<file path="config.mk">
export PLATFORM = sky130hd
export DESIGN_NAME = fact_dp_flat
export DESIGN_NICKNAME = d
export VERILOG_FILES = /design/src/rtl/fact_dp_pkg.sv /design/src/rtl/fact_dp_if.sv /design/src/rtl/fact_dp_cnt.sv /design/src/rtl/fact_dp.sv /design/src/flat_wrapper.sv
export SDC_FILE = /design/constraint.sdc
export NUM_CORES = 1
export LEC_CHECK = 0
export CORE_MARGIN = 8
export CORE_UTILIZATION = 35
export CTS_BUF_LIST = sky130_fd_sc_hd__clkbuf_4 sky130_fd_sc_hd__clkbuf_8 sky130_fd_sc_hd__clkbuf_16
export CTS_CLUSTER_DIAMETER = 40
export CTS_CLUSTER_SIZE = 10
export DETAILED_ROUTE_END_ITERATION = 7
export HOLD_SLACK_MARGIN = 0.03
export PLACE_DENSITY = 0.52
export SLEW_MARGIN = 20
export SYNTH_ARGS = -nofsm -noshare
export SYNTH_HDL_FRONTEND = slang
export SYNTH_SLANG_ARGS = --single-unit
</file>
<file path="constraint.sdc">
create_clock -name CLK -period 6.2 [get_ports CLK]
set_input_delay 0.62 -clock CLK [delete_from_list [all_inputs] [get_ports CLK]]
set_output_delay 0.62 -clock CLK [all_outputs]
set_load 0.02 [all_outputs]
</file>
<file path="src/rtl/fact_dp_pkg.sv">
// Shared constants and types for the factorial datapath and its controller.
package fact_pkg;

  localparam int FACT_WIDTH   = 32;
  localparam int FACT_N_WIDTH = 4;
  localparam int unsigned FACT_ONE = 32'd1;

  typedef enum logic {
    SRC_MUL = 1'b0,
    SRC_ONE = 1'b1
  } prod_src_e;

endpackage

</file>
<file path="src/rtl/fact_dp_if.sv">
// Control/status bundle between the factorial controller (master) and datapath (slave).
interface fact_dp_if #(
  parameter int WIDTH   = 32,
  parameter int N_WIDTH = 4
);
  logic [N_WIDTH-1:0] N;
  logic               MUX;
  logic               REG_LD;
  logic               CNT_LD;
  logic               CNT_EN;
  logic               DONE;
  logic               GT;
  logic [WIDTH-1:0]   PRODUCT;
  logic [WIDTH-1:0]   RESULT;
  logic               RESULT_VALID;
  logic               OVF;

  modport master (
    output N, MUX, REG_LD, CNT_LD, CNT_EN, DONE,
    input  GT, PRODUCT, RESULT, RESULT_VALID, OVF
  );

  modport slave (
    input  N, MUX, REG_LD, CNT_LD, CNT_EN, DONE,
    output GT, PRODUCT, RESULT, RESULT_VALID, OVF
  );
endinterface

</file>
<file path="src/rtl/fact_dp_cnt.sv">
// Loop counter: loads 1, counts up while enabled, freezes once the compare flag is set.
module fact_cnt
  import fact_pkg::*;
#(
  parameter int N_WIDTH = FACT_N_WIDTH
) (
  input  logic             clk,
  input  logic             rst,
  input  logic             ld,
  input  logic             en,
  input  logic             gt,
  output logic [N_WIDTH:0] cnt
);

  logic [N_WIDTH:0] cnt_r;

  // Counter register, load has priority over increment
  always_ff @(posedge clk) begin
    if (rst) begin
      cnt_r <= '0;
    end else if (ld) begin
      cnt_r <= (N_WIDTH+1)'(FACT_ONE);
    end else if (en && !gt) begin
      cnt_r <= cnt_r + {{N_WIDTH{1'b0}}, 1'b1};
    end else begin
      cnt_r <= cnt_r;
    end
  end

  assign cnt = cnt_r;

endmodule

</file>
<file path="src/rtl/fact_dp.sv">
// Iterative factorial datapath: product register, loop compare, result capture.
// Optional sticky overflow detection is built when FACT_DP_OVF_EN is defined.
module fact_dp
  import fact_pkg::*;
#(
  parameter int WIDTH   = FACT_WIDTH,
  parameter int N_WIDTH = FACT_N_WIDTH
) (
  input  logic       CLK,
  input  logic       RST,
  fact_dp_if.slave   bus
);

  logic [N_WIDTH-1:0] n_reg_r;
  logic [N_WIDTH:0]   cnt_s;
  logic               gt_s;
  logic [WIDTH-1:0]   product_r;
  logic [WIDTH-1:0]   prod_nxt_s;
  logic [WIDTH-1:0]   mul_lo_s;
  logic               mul_upd_s;
  logic [WIDTH-1:0]   result_r;
  logic               result_valid_r;
  logic               done_q_r;

  fact_cnt #(.N_WIDTH(N_WIDTH)) u_cnt (
    .clk (CLK),
    .rst (RST),
    .ld  (bus.CNT_LD),
    .en  (bus.CNT_EN),
    .gt  (gt_s),
    .cnt (cnt_s)
  );

  assign gt_s = (cnt_s > {1'b0, n_reg_r});

`ifdef FACT_DP_OVF_EN
  logic [WIDTH+N_WIDTH:0] mul_full_s;
  logic                   ovf_r;

  assign mul_full_s = {{(N_WIDTH+1){1'b0}}, product_r} * {{WIDTH{1'b0}}, cnt_s};
  assign mul_lo_s   = mul_full_s[WIDTH-1:0];

  // Sticky overflow, cleared by a new operand load
  always_ff @(posedge CLK) begin
    if (RST) begin
      ovf_r <= 1'b0;
    end else if (bus.CNT_LD) begin
      ovf_r <= 1'b0;
    end else if (mul_upd_s && (|mul_full_s[WIDTH+N_WIDTH:WIDTH])) begin
      ovf_r <= 1'b1;
    end else begin
      ovf_r <= ovf_r;
    end
  end

  assign bus.OVF = ovf_r;
`else
  assign mul_lo_s = product_r * {{(WIDTH-N_WIDTH-1){1'b0}}, cnt_s};
  assign bus.OVF  = 1'b0;
`endif

  // Next product; multiply is blocked once GT so the product stops at N!
  always_comb begin
    prod_nxt_s = product_r;
    mul_upd_s  = 1'b0;
    case (prod_src_e'(bus.MUX))
      SRC_ONE: begin
        if (bus.REG_LD) begin
          prod_nxt_s = WIDTH'(FACT_ONE);
        end else begin
          prod_nxt_s = product_r;
        end
      end
      SRC_MUL: begin
        if (bus.REG_LD && !gt_s) begin
          prod_nxt_s = mul_lo_s;
          mul_upd_s  = 1'b1;
        end else begin
          prod_nxt_s = product_r;
        end
      end
      default: prod_nxt_s = product_r;
    endcase
  end

  // Operand latch and product register
  always_ff @(posedge CLK) begin
    if (RST) begin
      n_reg_r   <= '0;
      product_r <= '0;
    end else begin
      n_reg_r   <= bus.CNT_LD ? bus.N : n_reg_r;
      product_r <= prod_nxt_s;
    end
  end

  // Result capture on the rising edge of DONE
  always_ff @(posedge CLK) begin
    if (RST) begin
      done_q_r       <= 1'b0;
      result_r       <= '0;
      result_valid_r <= 1'b0;
    end else begin
      done_q_r <= bus.DONE;
      if (bus.DONE && !done_q_r) begin
        result_r       <= product_r;
        result_valid_r <= 1'b1;
      end else begin
        result_r       <= result_r;
        result_valid_r <= 1'b0;
      end
    end
  end

  assign bus.GT           = gt_s;
  assign bus.PRODUCT      = product_r;
  assign bus.RESULT       = result_r;
  assign bus.RESULT_VALID = result_valid_r;

endmodule

</file>
<file path="src/flat_wrapper.sv">
// flat-port wrapper written by rule: the top's interface ports become plain ports
module fact_dp_flat import fact_pkg::*;
#(
  parameter int WIDTH   = FACT_WIDTH,
  parameter int N_WIDTH = FACT_N_WIDTH
)
  (CLK, RST, bus_N, bus_MUX, bus_REG_LD, bus_CNT_LD, bus_CNT_EN, bus_DONE, bus_GT, bus_PRODUCT, bus_RESULT, bus_RESULT_VALID, bus_OVF);
  fact_dp_if #(.WIDTH(WIDTH), .N_WIDTH(N_WIDTH)) bus_i ();
  input  logic CLK;
  input  logic RST;
  input wire logic [$bits(bus_i.N)-1:0] bus_N;
  input wire logic [$bits(bus_i.MUX)-1:0] bus_MUX;
  input wire logic [$bits(bus_i.REG_LD)-1:0] bus_REG_LD;
  input wire logic [$bits(bus_i.CNT_LD)-1:0] bus_CNT_LD;
  input wire logic [$bits(bus_i.CNT_EN)-1:0] bus_CNT_EN;
  input wire logic [$bits(bus_i.DONE)-1:0] bus_DONE;
  output wire logic [$bits(bus_i.GT)-1:0] bus_GT;
  output wire logic [$bits(bus_i.PRODUCT)-1:0] bus_PRODUCT;
  output wire logic [$bits(bus_i.RESULT)-1:0] bus_RESULT;
  output wire logic [$bits(bus_i.RESULT_VALID)-1:0] bus_RESULT_VALID;
  output wire logic [$bits(bus_i.OVF)-1:0] bus_OVF;
  assign bus_i.N = bus_N;
  assign bus_i.MUX = bus_MUX;
  assign bus_i.REG_LD = bus_REG_LD;
  assign bus_i.CNT_LD = bus_CNT_LD;
  assign bus_i.CNT_EN = bus_CNT_EN;
  assign bus_i.DONE = bus_DONE;
  assign bus_GT = bus_i.GT;
  assign bus_PRODUCT = bus_i.PRODUCT;
  assign bus_RESULT = bus_i.RESULT;
  assign bus_RESULT_VALID = bus_i.RESULT_VALID;
  assign bus_OVF = bus_i.OVF;
  fact_dp #(.WIDTH(WIDTH), .N_WIDTH(N_WIDTH)) u_core (.CLK(CLK), .RST(RST), .bus(bus_i));
endmodule
</file>
==> impl_metrics.py <==
metrics = {
    "final_layout": {
        "fillCellCount": 2085,
        "nNetsFinal": 1067,
        "drive_above_1_share_pct": 4.047,
        "antenna-diode-count": 0,
        "layout-area-overhead-vs-synth_pct": 18.86,
        "finalNonFillerCells": 1209,
        "combined_area_of_the_multi_input_logic_cells_sq_um": 5086,
        "sequential_cell_area_sq_um": 1501,
        "mostFrequentLayoutCells": "138 x sky130_fd_sc_hd__nand2_1, 122 x sky130_fd_sc_hd__inv_1, 108 x sky130_fd_sc_hd__and2_1, 83 x sky130_fd_sc_hd__fa_1",
        "most_common_cell_after_layout_fill_and_taps_aside": "sky130_fd_sc_hd__nand2_1",
    },
    "pwr": {
        "power.density_nw_per_um2": 138.2,
        "static_leakage_nw": 3.806,
        "power.total_mw": 1.181,
        "peakVddDrop_uv": 121.6,
    },
    "clock_tree": {
        "clock_insertion_delay_worst_skew_ns": 0.35,
        "cts.clk_slew.worst_paths_ns": 0.06,
        "clock-root-buffer": "sky130_fd_sc_hd__clkbuf_16",
        "clock-sinks": 75,
        "tritoncts": "done",
        "h-tree-depth": 3,
        "cts_inserted_buffers": 9,
        "cts.repair_timing.setup_buffer_count": 0,
        "ctsLongestPathBuffers": 2,
        "post_cts_hold_buffer_count": 0,
        "ctsResizeCount": 0,
    },
    "critical_path": {
        "crit_path_start": "u_core.u_cnt.cnt[4]$_SDFFE_PP0P_",
        "critical-path-top-cell-by-count": "sky130_fd_sc_hd__fa_1",
        "critical_path.max_fanout": 21,
        "critical_path_class": "flip-flop to flip-flop",
        "critPathCaptureType": "flip-flop",
        "critPathMaxStageDelay_ns": 0.64,
        "worst_ep_required_time_ns": 6.44,
        "timing.rr.start": "u_core.u_cnt.cnt[4]$_SDFFE_PP0P_",
        "critical_path.startpoint_type": "flip-flop",
        "critical_path_cell_by_cell": "buf_4 > and2_1 > fa_1 > fa_1 > inv_1 > fa_1 > inv_1 > ha_1 > o21a_1 > o21ai_0 > a31oi_1 > o21a_1 > a211o_2 > and3_1 > or3_1 > a32o_1",
        "critical-path-slowest-cell": "sky130_fd_sc_hd__dfxtp_1",
        "worst-endpoint-arrival_ns": 5.13,
    },
    "detailed_routing": {
        "vias": 5953,
        "detail_route.drc_violations": 0,
        "drt-initial-drc-count": 373,
        "vias_per_cell": 4.924,
        "first_pass_iters": 5,
        "routed_wirelength_um": 19670,
        "detail_route.wl_per_cell_um": 16.27,
        "ant_nets": 0,
    },
    "global_routing": {
        "grt_pass1_wl_um": 33490,
        "grt_use_total_pct": 16.27,
        "grt.overflow.total": 0,
        "grt_max_degree": 60,
        "grt_pass1_vias": 6172,
        "grt_antenna_before_repair": 0,
    },
    "yosys": {
        "synth_largest_type_area_fraction_pct": 23.12,
        "post_synth_num_cell_types": 56,
        "xor_xnor_portion_of_the_synthesized_cell_area_pct": 3.657,
        "async_flop_share_pct": 0,
        "yosys-mux-area-fraction_pct": 0.6965,
        "simple_logic_cell_fraction_of_the_synthesized_area_pct": 22.74,
        "synthesis.nets": 1008,
        "synth_seq_cells": 75,
        "compound_gate_portion_of_the_synthesized_area_pct": 13.69,
        "sequential_element_share_of_the_synthesized_area_pct": 20.90,
        "synth_area_per_cell_sq_um": 8.212,
        "synth-main-ff-cell": "sky130_fd_sc_hd__dfxtp_1",
        "synth_edf_count": 0,
        "synthDominantAreaCellType": "sky130_fd_sc_hd__fa_1",
        "gate_count_after_technology_mapping": 875,
        "ys_warn_count": 0,
        "largest_family_of_logic_cells_by_synthesized_area": "adder cells",
        "synth_adder_area_share_pct": 29.91,
        "syn-cell-area_sq_um": 7186,
        "synth.area.top_cells": "sky130_fd_sc_hd__fa_1 23%, sky130_fd_sc_hd__dfxtp_1 21%, sky130_fd_sc_hd__and2_1 9.4%",
    },
    "timing": {
        "final_number_of_hold_violating_endpoints": 0,
        "layout_worst_path_cycle_share_pct": 78.80,
        "layout_min_cycle_time_ns": 4.885,
        "setup_total_negative_slack_ns": 0,
        "timing.slew.headroom_pct": 28.99,
        "worst_slew_pin_slew_ns": 1.061,
        "achievable-frequency_mhz": 204.7,
        "rsz0062_at_grt": "false",
        "number_of_max_slew_violations_in_the_final_report": 0,
        "report.final.setup_viol": 0,
        "fin_skew_ns": 0.008202,
    },
    "die": {
        "die_h_um": 159.3,
        "starting_utilization_of_the_core_area_pct": 35.63,
        "core_region_area_sq_um": 20170,
        "std_cell_rows": 52,
        "io_pins": 78,
        "dieWidth_um": 159.3,
        "fp.dieArea_sq_um": 25370,
    },
    "run_status": {
        "status": "finished, final reports clean",
    },
    "flow_run": {
        "timing.max_cap.violations": 0,
    },
    "placed_design": {
        "place_inst": 1193,
        "buffer_ports.inserted": 76,
        "place_hpwl_um": 14530,
        "gp_routability_congestion": 0.8357,
    },
    "hold_path": {
        "startpoint_of_the_lowest_slack_hold_path": "u_core.done_q_r$_SDFF_PP0_",
        "worst_hold_path_type": "flip-flop to flip-flop",
    },
}
Yosys cell counts, drive strengths merged, types with 3 or more instances:
cell,n
xnor2,13
xor2,17
a41oi,3
fa,83
nor2,38
o21a,8
a211oi,4
clkbuf,34
or2,4
dfxtp,75
a32o,4
nand4,3
buf,3
or3,4
inv,122
a21oi,58
o31ai,3
and2,108
o21bai,5
nor3,14
o21ai,25
nand3,7
a22oi,11
nor2b,6
nand2,138
ha,39
a21o,14
mux2i,5
worst max-delay path: cells and delay by family, from the launching register on:
kind,cells,cell delay (ns)
AOI/OAI and AO/OA,6,1.15
adders and majority gates,4,1.81
and+or+nand+nor,3,0.68
buffers and inverters,3,0.45
DFF,1,0.64
stage by stage:
stage,instance area [sq um],util (%),setup WS [ns],hold slack (ns)
6_report,8541,42.34,1.315,0.4506
5_1_grt,8541,42.34,0.9934,0.4708
4_1_cts,8541,42.34,1.326,0.4528
3_5_place_dp,8207,40.69,1.348,0.4411
3_3_place_gp,8207,40.69,1.389,0.4405
2_1_floorplan,7186,-,1.524,0.4059
metal layers:
metal | GRT usage (%) | wire (um) | share of wire (%)
met1 | 20.49 | 9213 | 47
met5 | 0 | 0 | 0
met4 | 5.832 | 406 | 2.1
met3 | 2.689 | 680 | 3.5
met2 | 27.58 | 9370 | 48
registers in the layout, summed over array words and instances, names as in the netlist:
register / cells
u_core.bus.PRODUCT: 32
u_core.bus.RESULT: 32
u_core.u_cnt.cnt: 5
u_core.n_reg_r: 4
u_core.bus.RESULT_VALID: 1
u_core.done_q_r: 1
final timing paths:
check	to	slack [ns]	depth (start not counted)
max reg2reg	u_core.bus.PRODUCT[30]$_SDFFE_PP0P_	1.31	16
max	u_core.bus.PRODUCT[30]$_SDFFE_PP0P_	1.31	16
min	u_core.bus.RESULT_VALID$_SDFF_PP0_	0.45	1
min reg2reg	u_core.bus.RESULT_VALID$_SDFF_PP0_	0.45	1
power breakdown:
| part | internal (mW) | switching [mW] |
|---|---|---|
| clock | 0.368 | 0.238 |
| combinational | 0.0245 | 0.0567 |
| sequential | 0.486 | 0.00741 |
cells by family (layout without fill, tap and decap cells):
family,count (synthesis),count (layout)
AND/OR/NAND/NOR,332,332
buffers and inverters,159,223
AO/OA/AOI/OAI,151,151
adder cells (fa/ha/maj),122,122
flip-flops,75,75
XOR/XNOR,30,30
multiplexers,5,5
other,1,1
area by class of cell:
cell class | count | area share, %
Sequential cell | 75 | 17.58
Inverter | 122 | 5.362
Clock inverter | 6 | 1.113
Clock buffer | 10 | 2.798
Timing Repair Buffer | 85 | 9.640
Multi-Input combinational cell | 641 | 59.55
Tap cell | 270 | 3.955
Note: power is estimated with default switching activity, not from simulation.
